`config.mk`:
```
export PLATFORM = sky130hd
export DESIGN_NAME = p2s_tx_flat
export DESIGN_NICKNAME = d
export VERILOG_FILES = /design/src/rtl/p2s_pkg.sv /design/src/rtl/p2s_if.sv /design/src/rtl/p2s_tick.sv /design/src/rtl/p2s_tx.sv /design/src/flat_wrapper.sv
export SDC_FILE = /design/constraint.sdc
export NUM_CORES = 1
export LEC_CHECK = 0
export ABC_AREA = 1
export CELL_PAD_IN_SITES_DETAIL_PLACEMENT = 0
export CELL_PAD_IN_SITES_GLOBAL_PLACEMENT = 1
export CORE_ASPECT_RATIO = 1.25
export CORE_MARGIN = 2
export CORE_UTILIZATION = 34
export DETAILED_ROUTE_END_ITERATION = 7
export GPL_TIMING_DRIVEN = 0
export MAX_ROUTING_LAYER = met4
export PLACE_DENSITY_LB_ADDON = 0.1
export SYNTH_ARGS = -nofsm -noshare
export SYNTH_HDL_FRONTEND = slang
export SYNTH_SLANG_ARGS = --single-unit
export TNS_END_PERCENT = 50
```
`constraint.sdc`:
```
create_clock -name clk -period 1.5 [get_ports clk]
set_input_delay 0.3 -clock clk [delete_from_list [all_inputs] [get_ports clk]]
set_output_delay 0.3 -clock clk [all_outputs]
set_load 0.05 [all_outputs]
```
`src/rtl/p2s_pkg.sv`:
```
// Shared types and constants for the parallel-to-serial transmitter.
package p2s_pkg;

  localparam int P2S_DW  = 32;
  localparam int P2S_DIV = 4;

  typedef enum logic [1:0] {
    ST_IDLE  = 2'd0,
    ST_SHIFT = 2'd1,
    ST_LATCH = 2'd2
  } p2s_state_e;

  // Counter width for a modulus of n, never narrower than one bit.
  function automatic int cnt_w(input int n);
    return (n <= 2) ? 1 : $clog2(n);
  endfunction

endpackage

```
`src/rtl/p2s_if.sv`:
```
// Word-in / serial-out handshake bundle between the datapath and p2s_tx.
interface p2s_if #(
  parameter int DW = 32
);
  logic          start;
  logic [DW-1:0] din;
  logic          busy;
  logic          done;
  logic          sclk;
  logic          sdata;
  logic          slatch;

  modport master (output start, din, input busy, done, sclk, sdata, slatch);
  modport slave  (input start, din, output busy, done, sclk, sdata, slatch);
endinterface

```
`src/rtl/p2s_tick.sv`:
```
// DIV-cycle divider: o_tc marks the last cycle of each DIV-cycle interval.
module p2s_tick
  import p2s_pkg::*;
#(
  parameter int DIV = P2S_DIV
) (
  input  logic clk,
  input  logic rst,
  input  logic i_clr,
  input  logic i_en,
  output logic o_tc
);
  localparam int            CW   = cnt_w(DIV);
  localparam logic [CW-1:0] LAST = CW'(DIV - 1);

  logic [CW-1:0] r_cnt;

  assign o_tc = i_en && (r_cnt == LAST);

  always_ff @(posedge clk) begin
    if (rst || i_clr) r_cnt <= '0;
    else if (i_en)    r_cnt <= o_tc ? '0 : r_cnt + 1'b1;
  end
endmodule

```
`src/rtl/p2s_tx.sv`:
```
// Parallel-to-serial transmitter: shifts a captured word out MSB-first on a
// divided clock, then strobes slatch so the downstream chain updates.
module p2s_tx
  import p2s_pkg::*;
#(
  parameter int DW  = P2S_DW,
  parameter int DIV = P2S_DIV
) (
  input  logic clk,
  input  logic rst,
  p2s_if.slave bus
);
  localparam int            BW       = cnt_w(DW);
  localparam logic [BW-1:0] BIT_LAST = BW'(DW - 1);

  p2s_state_e    r_state, w_state_nx;
  logic [DW-1:0] r_shreg, w_shreg_nx;
  logic [BW-1:0] r_bitcnt, w_bitcnt_nx;
  logic          r_phase, w_phase_nx;
  logic          r_busy, w_busy_nx;
  logic          r_done, w_done_nx;
  logic          r_sclk, w_sclk_nx;
  logic          r_sdata, w_sdata_nx;
  logic          r_slatch, w_slatch_nx;
  logic          w_tick, w_div_en;

  // The divider is held cleared in IDLE so every transfer starts phase-aligned.
  assign w_div_en = (r_state != ST_IDLE);

  p2s_tick #(.DIV(DIV)) u_tick (
    .clk   (clk),
    .rst   (rst),
    .i_clr (!w_div_en),
    .i_en  (w_div_en),
    .o_tc  (w_tick)
  );

  always_ff @(posedge clk) begin
    if (rst) r_state <= ST_IDLE;
    else     r_state <= w_state_nx;
  end

  always_comb begin
    w_state_nx = r_state;
    case (r_state)
      ST_IDLE:  if (bus.start) w_state_nx = ST_SHIFT;
      ST_SHIFT: if (w_tick && r_phase && (r_bitcnt == '0)) w_state_nx = ST_LATCH;
      ST_LATCH: if (w_tick) w_state_nx = ST_IDLE;
      default:  w_state_nx = ST_IDLE;
    endcase
  end

  // Next values for the datapath and the registered outputs.
  always_comb begin
    w_shreg_nx  = r_shreg;
    w_bitcnt_nx = r_bitcnt;
    w_phase_nx  = r_phase;
    w_busy_nx   = r_busy;
    w_done_nx   = 1'b0;
    w_sclk_nx   = r_sclk;
    w_sdata_nx  = r_sdata;
    w_slatch_nx = r_slatch;
    case (r_state)
      ST_IDLE: if (bus.start) begin
        w_shreg_nx  = bus.din;
        w_bitcnt_nx = BIT_LAST;
        w_phase_nx  = 1'b0;
        w_busy_nx   = 1'b1;
        w_sclk_nx   = 1'b0;
        w_sdata_nx  = bus.din[DW-1];
      end
      ST_SHIFT: if (w_tick) begin
        if (!r_phase) begin
          w_phase_nx = 1'b1;
          w_sclk_nx  = 1'b1;
        end else if (r_bitcnt == '0) begin
          // Last bit stays on sdata through the latch strobe.
          w_phase_nx  = 1'b0;
          w_sclk_nx   = 1'b0;
          w_slatch_nx = 1'b1;
        end else begin
          w_shreg_nx  = {r_shreg[DW-2:0], 1'b0};
          w_bitcnt_nx = r_bitcnt - 1'b1;
          w_phase_nx  = 1'b0;
          w_sclk_nx   = 1'b0;
          w_sdata_nx  = r_shreg[DW-2];
        end
      end
      ST_LATCH: if (w_tick) begin
        w_slatch_nx = 1'b0;
        w_busy_nx   = 1'b0;
        w_done_nx   = 1'b1;
        w_sdata_nx  = 1'b0;
      end
      default: ;
    endcase
  end

  always_ff @(posedge clk) begin
    if (rst) begin
      r_shreg  <= '0;
      r_bitcnt <= '0;
      r_phase  <= 1'b0;
      r_busy   <= 1'b0;
      r_done   <= 1'b0;
      r_sclk   <= 1'b0;
      r_sdata  <= 1'b0;
      r_slatch <= 1'b0;
    end else begin
      r_shreg  <= w_shreg_nx;
      r_bitcnt <= w_bitcnt_nx;
      r_phase  <= w_phase_nx;
      r_busy   <= w_busy_nx;
      r_done   <= w_done_nx;
      r_sclk   <= w_sclk_nx;
      r_sdata  <= w_sdata_nx;
      r_slatch <= w_slatch_nx;
    end
  end

  assign bus.busy   = r_busy;
  assign bus.done   = r_done;
  assign bus.sclk   = r_sclk;
  assign bus.sdata  = r_sdata;
  assign bus.slatch = r_slatch;
endmodule

```
`src/flat_wrapper.sv`:
```
// flat-port wrapper written by rule: the top's interface ports become plain ports
module p2s_tx_flat import p2s_pkg::*;
#(
  parameter int DW  = P2S_DW,
  parameter int DIV = P2S_DIV
)
  (clk, rst, bus_start, bus_din, bus_busy, bus_done, bus_sclk, bus_sdata, bus_slatch);
  p2s_if #(.DW(DW)) bus_i ();
  input  logic clk;
  input  logic rst;
  input wire logic [$bits(bus_i.start)-1:0] bus_start;
  input wire logic [$bits(bus_i.din)-1:0] bus_din;
  output wire logic [$bits(bus_i.busy)-1:0] bus_busy;
  output wire logic [$bits(bus_i.done)-1:0] bus_done;
  output wire logic [$bits(bus_i.sclk)-1:0] bus_sclk;
  output wire logic [$bits(bus_i.sdata)-1:0] bus_sdata;
  output wire logic [$bits(bus_i.slatch)-1:0] bus_slatch;
  assign bus_i.start = bus_start;
  assign bus_i.din = bus_din;
  assign bus_busy = bus_i.busy;
  assign bus_done = bus_i.done;
  assign bus_sclk = bus_i.sclk;
  assign bus_sdata = bus_i.sdata;
  assign bus_slatch = bus_i.slatch;
  p2s_tx #(.DW(DW), .DIV(DIV)) u_core (.clk(clk), .rst(rst), .bus(bus_i));
endmodule
```
==> results.md <==
* Status: complete, but fails checks
* Min Clock Period, post-route at 1.590 ns
* Critical path fanouts, max at 8
* Total CTS buffers at 5
* Power per cell area at 2238 nW/µm²
* Worst hold path cell count at 2
* Clk buf depth at 2
* Count of different cell masters after synthesis at 24
* Number of setup violations in the final report at 36
* Remaining design rule violation count at 0
* Worst setup path end: u_core.r_shreg[30]
* Sink Count at between 40 and 50
* Most frequent cells in the layout: nor2_1, nand2_1, dfxtp_1
* Routed WL per cell at 12.85 µm
* Post-synthesis async set-or-reset flop share at 0%
* Area of the die at approximately 7700 µm²
* Failing checks: setup timing
* Clk pwr share at 12.0%
* Ratio of final minimum period to clock period at 106.0%
* Number of instances in the synthesized netlist at 320
* Die extent in x at between 70 and 80 µm
* R2r worst-path depth at 11
* Total via count after detailed routing at 2168
* Placed wire-length estimate after detailed placement at between 3000 and 4000 µm
* FF-to-FF setup slack at -0.09 ns
* Beginning of the worst register-to-register path: u_core.r_state[0]
* Number of synthesized flops with an enable pin at 0
* Worst Max-Slew Pin Slew at 0.5272 ns
* Max Clock Skew at 0.01124 ns
* Via count of the first global-routing pass at 2094
* Antenna diodes at 0
* Detail Route Antenna Nets at 0
* Endpoint required time on the critical path at roughly 1.8 ns
* Sequential group share of total power at 24.3%
* Most frequent standard cell in the layout excluding fill and tap cells: nor2_1
* Netlist area before placement at 2370 µm²
* Top flip-flop cell by instance count after synthesis: dfxtp_1
* Relative slew margins at between 60 and 70%
* Worst-case vdd ir drop at 0.001057 V
* Area of the core at 6849 µm²
* Clock transition at the registers of the reported paths at 0.09 ns
* Leakage power at 1.464 nW
* Sw frac at 40.96%
* Count of synthesis-stage warnings from yosys at 0
* GR Util All Layers at between 10% and 20%
* Net Switching at 3.118 mW
* Count of final hold-check violations at 0
* Worst skew pair latency at 0.31 ns
* Category of the most critical setup path: reg2reg
* Crit path DAT at 1.84 ns
* # rows at 34
* Wire length of the first global-routing pass at 9701 µm
* RSZ-0062 raised after global routing: yes
* Kind of path behind the tightest hold check: in2reg
* Startpoint types: flop
* Slack of the critical path at -0.08951 ns
* Number of top-level design ports at 40
* Worst hold-check slack at 0.4292 ns
* Sequential element share of the synthesized area at 38.01%
* Final TNS setup at -2.309 ns
* Instance area after placement at roughly 2900 µm²
* Via/cell ratio at 4.623
* Cell-internal power at 4.494 mW
* Share of total power in combinational logic at about 64%
* Max-slew violation total from the final report at 0
* Pin count of the biggest net entering global routing at 14
* Share of layout cells above drive strength 1 at 23.48%
* Cell chosen for the clock root: clkbuf_8
* Total Wirelength at 6025 µm
* Achievable clock frequency at 629.1 MHz
* CP startpoint: u_core.r_state[0]
* Quantity of I/O buffers inserted on ports at 38
* Area added between synthesis and finish at 43.51%
* Initial antenna violation count at 0
* Number of synthesized register bits at 45
* FF-to-FF End: u_core.r_shreg[30]
* Finished Cell Area at 3401 µm²
* Hold-fix buffers at CTS at 0
* DIE HEIGHT at approximately 97 µm
* GR Overflow Total at 0
* Detailed Route Iter0 Violations at 50
* Maximum capacitance violations at 0
* Final Wtd Congestion at around 0.74
* Clock tree from TritonCTS: yes
* First-pass DRT Iterations at 4
* Layout Nets at 420
* Clock H-tree levels at 2
* Synthesized netlist net count at 361
* Fill cell instance count of the final layout at 687
* Initial standard-cell utilization of the core at 34.60%
* Avg Synthesized Cell Area at 7.406 µm²
* Overall power of the completed layout at 7.612 mW
* Category of the worst setup path capture point: flop
[through the flow]
stage          util [%]  worst slack, ns  instances
2_1_floorplan         -      0.000008438        320
3_3_place_gp      41.87          -0.2552        448
3_5_place_dp      41.87          -0.2681        448
4_1_cts           46.84         -0.09937        464
5_1_grt           49.65          -0.1886        469
6_report          49.65         -0.08951        469
[state kept, by name (all words and copies together), names as in the netlist]
signal               flops
u_core.r_shreg          31
u_core.r_bitcnt          5
u_core.r_state           2
u_core.u_tick.r_cnt      2
u_core.bus.busy          1
u_core.bus.done          1
u_core.bus.sdata         1
u_core.bus.slatch        1
u_core.r_phase           1
[timing repair]
| item | 4_1_cts | 5_1_grt |
|---|---|---|
| endpoints found under the setup margin | 46 | 44 |
| resized for setup | 46 | 31 |
| pin swaps | 25 | 8 |
| cloned | 2 | 4 |
| setup buffers | 8 | 1 |
[worst max-delay path: stages (launching register included)]
cell      delay, ns
dfxtp_4        0.39
inv_4          0.04
ha_4           0.17
nand2_1        0.12
nand2_2        0.09
nor2_4         0.17
buf_6          0.13
nand2_8        0.06
clkinv_8       0.09
buf_8          0.12
nor2_1         0.04
nor2_1         0.09
[Yosys cell counts (3+ instances only)]
library cell | count | area share (%)
nor2_1 | 78 | 12
nand2_1 | 56 | 8.9
dfxtp_1 | 45 | 38
nand3_1 | 39 | 8.2
mux2i_1 | 30 | 13
inv_1 | 18 | 2.9
buf_6 | 7 | 3.3
ha_1 | 6 | 3.2
a21oi_1 | 5 | 1.1
nand2_2 | 5 | 1.3
clkbuf_1 | 4 | 0.63
o21ai_0 | 4 | 0.84
buf_2 | 3 | 0.63
buf_4 | 3 | 0.95
nand3_2 | 3 | 1.3
nor3_1 | 3 | 0.63
[cell type report]
| type | count | area (µm²) | area share [%] |
|---|---|---|---|
| Buffer | 18 | 172.7 | 5.077 |
| Clock buffer | 5 | 68.82 | 2.024 |
| Clock inverter | 2 | 35.03 | 1.030 |
| Inverter | 21 | 96.34 | 2.833 |
| Multi-Input combinational cell | 235 | 1405 | 41.32 |
| Sequential cell | 45 | 907.1 | 26.67 |
| Tap cell | 90 | 112.6 | 3.311 |
| Timing Repair Buffer | 53 | 603.1 | 17.73 |
[per-layer routing]
layer | track usage, % | vias up | wire length (µm)
met3 | 3.253 | 5 | 194
met5 | - | - | 0
met2 | 28.07 | 36 | 3064
met1 | 19.26 | 985 | 2696
li1 | - | 1142 | -
met4 | 4.453 | 0 | 70
[logic make-up after synthesis]
group           after synthesis  share of synthesized area, %
fa+ha+maj                     6                         3.168
simple gates                187                         33.95
compound gates               12                         2.904
flops                        45                         38.01
mux                          30                         12.67
buf+inv                      40                         9.292
[worst min path at each step]
stage / from / to
after floorplan: u_core.u_tick.r_cnt[0] / u_core.u_tick.r_cnt[0]
after global placement: u_core.u_tick.r_cnt[0] / u_core.u_tick.r_cnt[0]
after detailed placement: u_core.u_tick.r_cnt[0] / u_core.u_tick.r_cnt[0]
after CTS: u_core.u_tick.r_cnt[0] / u_core.u_tick.r_cnt[0]
after global routing: rst / u_core.r_shreg[0]
final: rst / u_core.r_shreg[0]
[power groups by stage]
stage | Clock (mW) | Combinational, mW | Sequential, mW
final | 0.913 | 4.85 | 1.85
after global routing | 0.989 | 5.34 | 1.90
after CTS | 0.947 | 4.19 | 1.82
after detailed placement | 0 | 3.38 | 1.83
after global placement | 0 | 3.37 | 1.82
after floorplan | 0 | 2.55 | 1.90
(Power assumes the default switching activity.)
